**src/rtl/uart_packet_parser.sv**
```systemverilog
// Decodes SYNC/TYPE/X/Y/CSUM frames from a UART byte stream.
// Checksum failures and inter-byte timeouts are flagged and counted.
module uart_packet_parser #(
   parameter logic [7:0]  SYNC_BYTE    = 8'hA5,
   parameter int unsigned TIMEOUT_CLKS = 1000000
) (
   input  logic       clock,
   input  logic       reset,
   input  logic [7:0] rx_data,
   input  logic       rx_ready,
   output logic       pkt_valid,
   output logic [7:0] pkt_type,
   output logic [7:0] pkt_x,
   output logic [7:0] pkt_y,
   output logic       err_pulse,
   output logic [7:0] err_count,
   output logic       busy
);

   localparam int unsigned CNT_W = (TIMEOUT_CLKS > 2) ? $clog2(TIMEOUT_CLKS) : 1;
   localparam logic [CNT_W-1:0] TMO_LAST = CNT_W'(TIMEOUT_CLKS - 1);

   typedef enum logic [2:0] {
      WAIT_SYNC,
      GET_TYPE,
      GET_X,
      GET_Y,
      GET_CSUM
   } state_t;

   state_t           state_q, state_d;
   logic [7:0]       type_h_q, type_h_d;
   logic [7:0]       x_h_q, x_h_d;
   logic [7:0]       y_h_q, y_h_d;
   logic [7:0]       pkt_type_q, pkt_type_d;
   logic [7:0]       pkt_x_q, pkt_x_d;
   logic [7:0]       pkt_y_q, pkt_y_d;
   logic             pkt_valid_q, pkt_valid_d;
   logic             err_pulse_q, err_pulse_d;
   logic [7:0]       err_count_q, err_count_d;
   logic [CNT_W-1:0] tmo_cnt_q, tmo_cnt_d;

   logic             csum_ok;
   logic             timeout;

   assign csum_ok = (rx_data == (type_h_q ^ x_h_q ^ y_h_q));
   // An arriving byte always beats the timeout on the same cycle.
   assign timeout = (state_q != WAIT_SYNC) && !rx_ready && (tmo_cnt_q == TMO_LAST);

   // State register and all datapath flops
   always_ff @(posedge clock or negedge reset) begin
      if (!reset) begin
         state_q     <= WAIT_SYNC;
         type_h_q    <= '0;
         x_h_q       <= '0;
         y_h_q       <= '0;
         pkt_type_q  <= '0;
         pkt_x_q     <= '0;
         pkt_y_q     <= '0;
         pkt_valid_q <= 1'b0;
         err_pulse_q <= 1'b0;
         err_count_q <= '0;
         tmo_cnt_q   <= '0;
      end else begin
         state_q     <= state_d;
         type_h_q    <= type_h_d;
         x_h_q       <= x_h_d;
         y_h_q       <= y_h_d;
         pkt_type_q  <= pkt_type_d;
         pkt_x_q     <= pkt_x_d;
         pkt_y_q     <= pkt_y_d;
         pkt_valid_q <= pkt_valid_d;
         err_pulse_q <= err_pulse_d;
         err_count_q <= err_count_d;
         tmo_cnt_q   <= tmo_cnt_d;
      end
   end

   // Next-state logic
   always_comb begin
      state_d = state_q;
      if (rx_ready) begin
         case (state_q)
            WAIT_SYNC: if (rx_data == SYNC_BYTE) state_d = GET_TYPE;
            GET_TYPE:  state_d = GET_X;
            GET_X:     state_d = GET_Y;
            GET_Y:     state_d = GET_CSUM;
            GET_CSUM:  state_d = WAIT_SYNC;
            default:   state_d = WAIT_SYNC;
         endcase
      end else if (timeout) begin
         state_d = WAIT_SYNC;
      end
   end

   // Output and datapath logic
   always_comb begin
      type_h_d    = type_h_q;
      x_h_d       = x_h_q;
      y_h_d       = y_h_q;
      pkt_type_d  = pkt_type_q;
      pkt_x_d     = pkt_x_q;
      pkt_y_d     = pkt_y_q;
      pkt_valid_d = 1'b0;
      err_pulse_d = 1'b0;
      tmo_cnt_d   = (state_q == WAIT_SYNC) ? '0 : tmo_cnt_q + CNT_W'(1);

      if (rx_ready) begin
         tmo_cnt_d = '0;
         case (state_q)
            GET_TYPE: type_h_d = rx_data;
            GET_X:    x_h_d    = rx_data;
            GET_Y:    y_h_d    = rx_data;
            GET_CSUM: begin
               if (csum_ok) begin
                  pkt_type_d  = type_h_q;
                  pkt_x_d     = x_h_q;
                  pkt_y_d     = y_h_q;
                  pkt_valid_d = 1'b1;
               end else begin
                  err_pulse_d = 1'b1;
               end
            end
            default: ;
         endcase
      end else if (timeout) begin
         tmo_cnt_d   = '0;
         err_pulse_d = 1'b1;
      end

      err_count_d = err_count_q;
      if (err_pulse_d && (err_count_q != 8'hFF)) err_count_d = err_count_q + 8'd1;
   end

   assign pkt_valid = pkt_valid_q;
   assign pkt_type  = pkt_type_q;
   assign pkt_x     = pkt_x_q;
   assign pkt_y     = pkt_y_q;
   assign err_pulse = err_pulse_q;
   assign err_count = err_count_q;
   assign busy      = (state_q != WAIT_SYNC);

endmodule

```
**config.mk**
```make
export PLATFORM = sky130hd
export DESIGN_NAME = uart_packet_parser
export DESIGN_NICKNAME = d
export VERILOG_FILES = /design/src/rtl/uart_packet_parser.sv
export SDC_FILE = /design/constraint.sdc
export NUM_CORES = 1
export LEC_CHECK = 0
export ABC_AREA = 1
export BUFFER_PORTS_ARGS = -buffer_cell sky130_fd_sc_hd__buf_2
export CAP_MARGIN = 5
export CORE_MARGIN = 3
export CORE_UTILIZATION = 40
export DETAILED_ROUTE_END_ITERATION = 7
export MAX_ROUTING_LAYER = met4
export SLEW_MARGIN = 20
export SYNTH_ARGS = -nofsm -noshare
export SYNTH_HDL_FRONTEND = slang
export SYNTH_SLANG_ARGS = --single-unit
```
**constraint.sdc**
```tcl
create_clock -name clock -period 1.6 [get_ports clock]
set_clock_uncertainty 0.2 [all_clocks]
set_input_delay 0.4 -clock clock [delete_from_list [all_inputs] [get_ports clock]]
set_output_delay 0.4 -clock clock [all_outputs]
set_load 0.005 [all_outputs]
```
==> qor.txt <==
Area grow syn2layout: 47.2%
Hold crit path type: input pin to register
Final min period: 1900 ps
Final Non-Filler Cells: 771
Detailed Route Iter0 Violations: 131
Die area: 0.0113 mm²
Cell Int Power: 0.00464 W
Cell taking the most area after synthesis: dfrtp_1
Met3 wire len: 349 µm
Final max-slew violation count: 0
Antenna Nets Post-Route: 0
Worst Setup EP: err_count[0]
Final Wtd Congestion: 0.843
H-Tree Depth: 3
IO Port Bufs: 45
Core Region: 0.00950 mm²
Hold Crit Depth: 3
GRT Util Overall: 18.0%
IO Pins: 46
Post-DP HPWL: 6590 µm
Synth Flop Type: dfrtp_1
Final worst slack: -301 ps
Critical R2R Capture: err_count[0]
Clk buf depth: 2
Register-to-Register Path Depth: 10
Post-synth ARST share: 100%
EDFF count, synth: 0
Part of the power in the clock network: 18.4%
Routed wl met2: 5280 µm
Reg2reg setup slack: -300 ps
# setup viols final: 59
CP max FO: 8
Layout Nets: 650
Worst skew pair latency: 350 ps
Met1 wire length: 4490 µm
Max Cap Violations: 0
RSZ-0062 raised after global routing: yes
Vias per cell: 4.73
Synth Instances: 473
Grt total ovfl: 0
Chip width: 106 µm
Clk slew on worst S/H paths: 90 ps
Kind of critical path: register to register
Crit path capture type: register
Top Layer Used: met4
CTS tree: done
Antenna violations before repair: 0
Via count: 3,650
Syn Nets: 486
Synth top area share: 50.4%
Share of cells above drive strength 1: 49.4%
Largest net degree at the start of global routing: 33
Avg WL per Cell: 13.3 µm
Sequential share of the synthesized area: 50.4%
Site Rows: 35
Final WL: 10,300 µm
Hold Fails Final Rpt: 0
FMAX: 526 MHz
Die height: 106 µm
Vias in the first global route: 3,489
CTS sink cnt: 81
Period utilization: 119%
Net Sw Frac: 36.6%
Most common cell in the netlist: nand2_1
R2r startpoint: tmo_cnt_q[0]
Worst slew pin tran: 400 ps
NetSw: 0.00268 W
Sequential power share: 38.3%
Number of diodes: 0
Comb power frac: 43.3%
Crit path launch: tmo_cnt_q[0]
Mean Syn Cell Area: 8.51 µm²
Starting Density: 42.4%
Peak VDD IR: 0.610 mV
P_leak: 3.06 nW
Power Total: 0.00732 W
Hold_ws: 118 ps
Yosys warnings: 0
#FFs+latches synth: 81
Critical Path RT: 1630 ps
Failing checks: negative setup slack
Global-route wire length before repair: 16,000 µm
Num CTS Buffers: 9
Remaining DRCs: 0
Final core utilization: 62.3%
Worst setup SP type: register
Root Driver: clkbuf_8
Mapped cell area: 0.00403 mm²
Most frequent cells after synthesis: nand2_1 (130), dfrtp_1 (81), inv_1 (47), o21ai_0 (32), nor2_1 (31)
DP Cell Count: 730
Power per cell area: 1240 mW/mm²
Worst EP arrival: 1930 ps
Pre-antenna DRT Iters: 4
Status: finished with violations
Worst slew margin: 73.3%
Netlist cell types: 30
Top post-synthesis cells by area: dfrtp_1 (50%), nand2_1 (12%), inv_1 (4.4%)
how the worst min path moves through the flow:
stage	endpoint	from
after CTS	x_h_q[4]	rx_data[4]
after detailed placement	pkt_x[6]	reset
after floorplan	err_count[0]	reset
after global routing	x_h_q[4]	rx_data[4]
final	x_h_q[4]	rx_data[4]
after global placement	pkt_x[6]	reset
power groups by stage:
stage	clock, W	sequential [W]	combinational, W
after global routing	0.00147	0.00285	0.00355
after CTS	0.00140	0.00277	0.00278
after floorplan	0	0.00278	0.00133
after global placement	0	0.00280	0.00244
final	0.00135	0.00280	0.00317
after detailed placement	0	0.00281	0.00250
area by class of cell:
type | count | area [µm²]
inverter | 59 | 254
clock inverter | 4 | 28.8
clock buffer | 12 | 145
sequential | 81 | 2030
multi-input combinational | 326 | 2070
fill | 801 | 3580
tap | 129 | 161
timing repair buffer | 159 | 1230
timing repair inverter | 1 | 8.76
per-layer routing:
layer  GRT usage (%)  up-vias
met4            4.90        0
li1                -     1831
met1            23.0     1758
met5               -        -
met3            4.25        7
met2            28.7       54
worst max-delay path, stage by stage (launching register included):
cell	delay, ps
dfrtp_1	410
ha_4	180
nand2_4	60
nor2_4	110
nand2_4	80
nor3_4	230
nand3_4	160
nand2_8	120
nand2_8	90
nand2_2	80
nand2_1	70
per-stage QoR:
stage,cell area (µm²),TNS [ps],worst slack [ps]
final,5920,-14110,-301
after global routing,5920,-19040,-403
after CTS,5490,-8780,-240
after detailed placement,5100,-14280,-396
after global placement,5100,-13240,-387
after floorplan,4060,-1340,-93.4
flip-flops by register name (all words and copies together) (netlist names), 3 cells and up:
name,count
x_h_q,8
pkt_type,8
state_q,3
pkt_x,8
pkt_y,8
y_h_q,8
err_count,8
type_h_q,8
tmo_cnt_q,20
timing repair:
item | in CTS | in global routing
endpoints found under the hold margin | 22 | 0
setup endpoints to repair | 62 | 63
gates resized for setup | 36 | 79
hold buffers | 1 | 0
gates cloned | 1 | 4
pin swaps | 21 | 18
buffers inserted | 10 | 12
logic make-up (layout without fill, tap and decap cells):
| logic type | Yosys count | in the layout | synth area share, % |
|---|---|---|---|
| simple gates | 242 | 243 | 28.4 |
| buf+inv | 67 | 235 | 7.09 |
| fa+ha+maj | 2 | 2 | 0.622 |
| xor+xnor | 15 | 15 | 3.26 |
| compound gates | 66 | 66 | 10.2 |
| flops | 81 | 81 | 50.4 |
placed cells by master (no fill, tap or decap), types with 7 or more instances in the layout:
master	count
nand2_1	112
buf_4	100
dfrtp_1	79
buf_2	40
inv_1	38
nand2_2	35
o21ai_2	25
o21ai_0	24
nand3_1	20
nor2_1	17
inv_2	15
nand2_4	12
buf_6	12
nor2_2	11
xor2_1	10
clkbuf_8	10
nor2_4	8
a21oi_2	7
No activity file was read; power rests on OpenSTA's default activity.
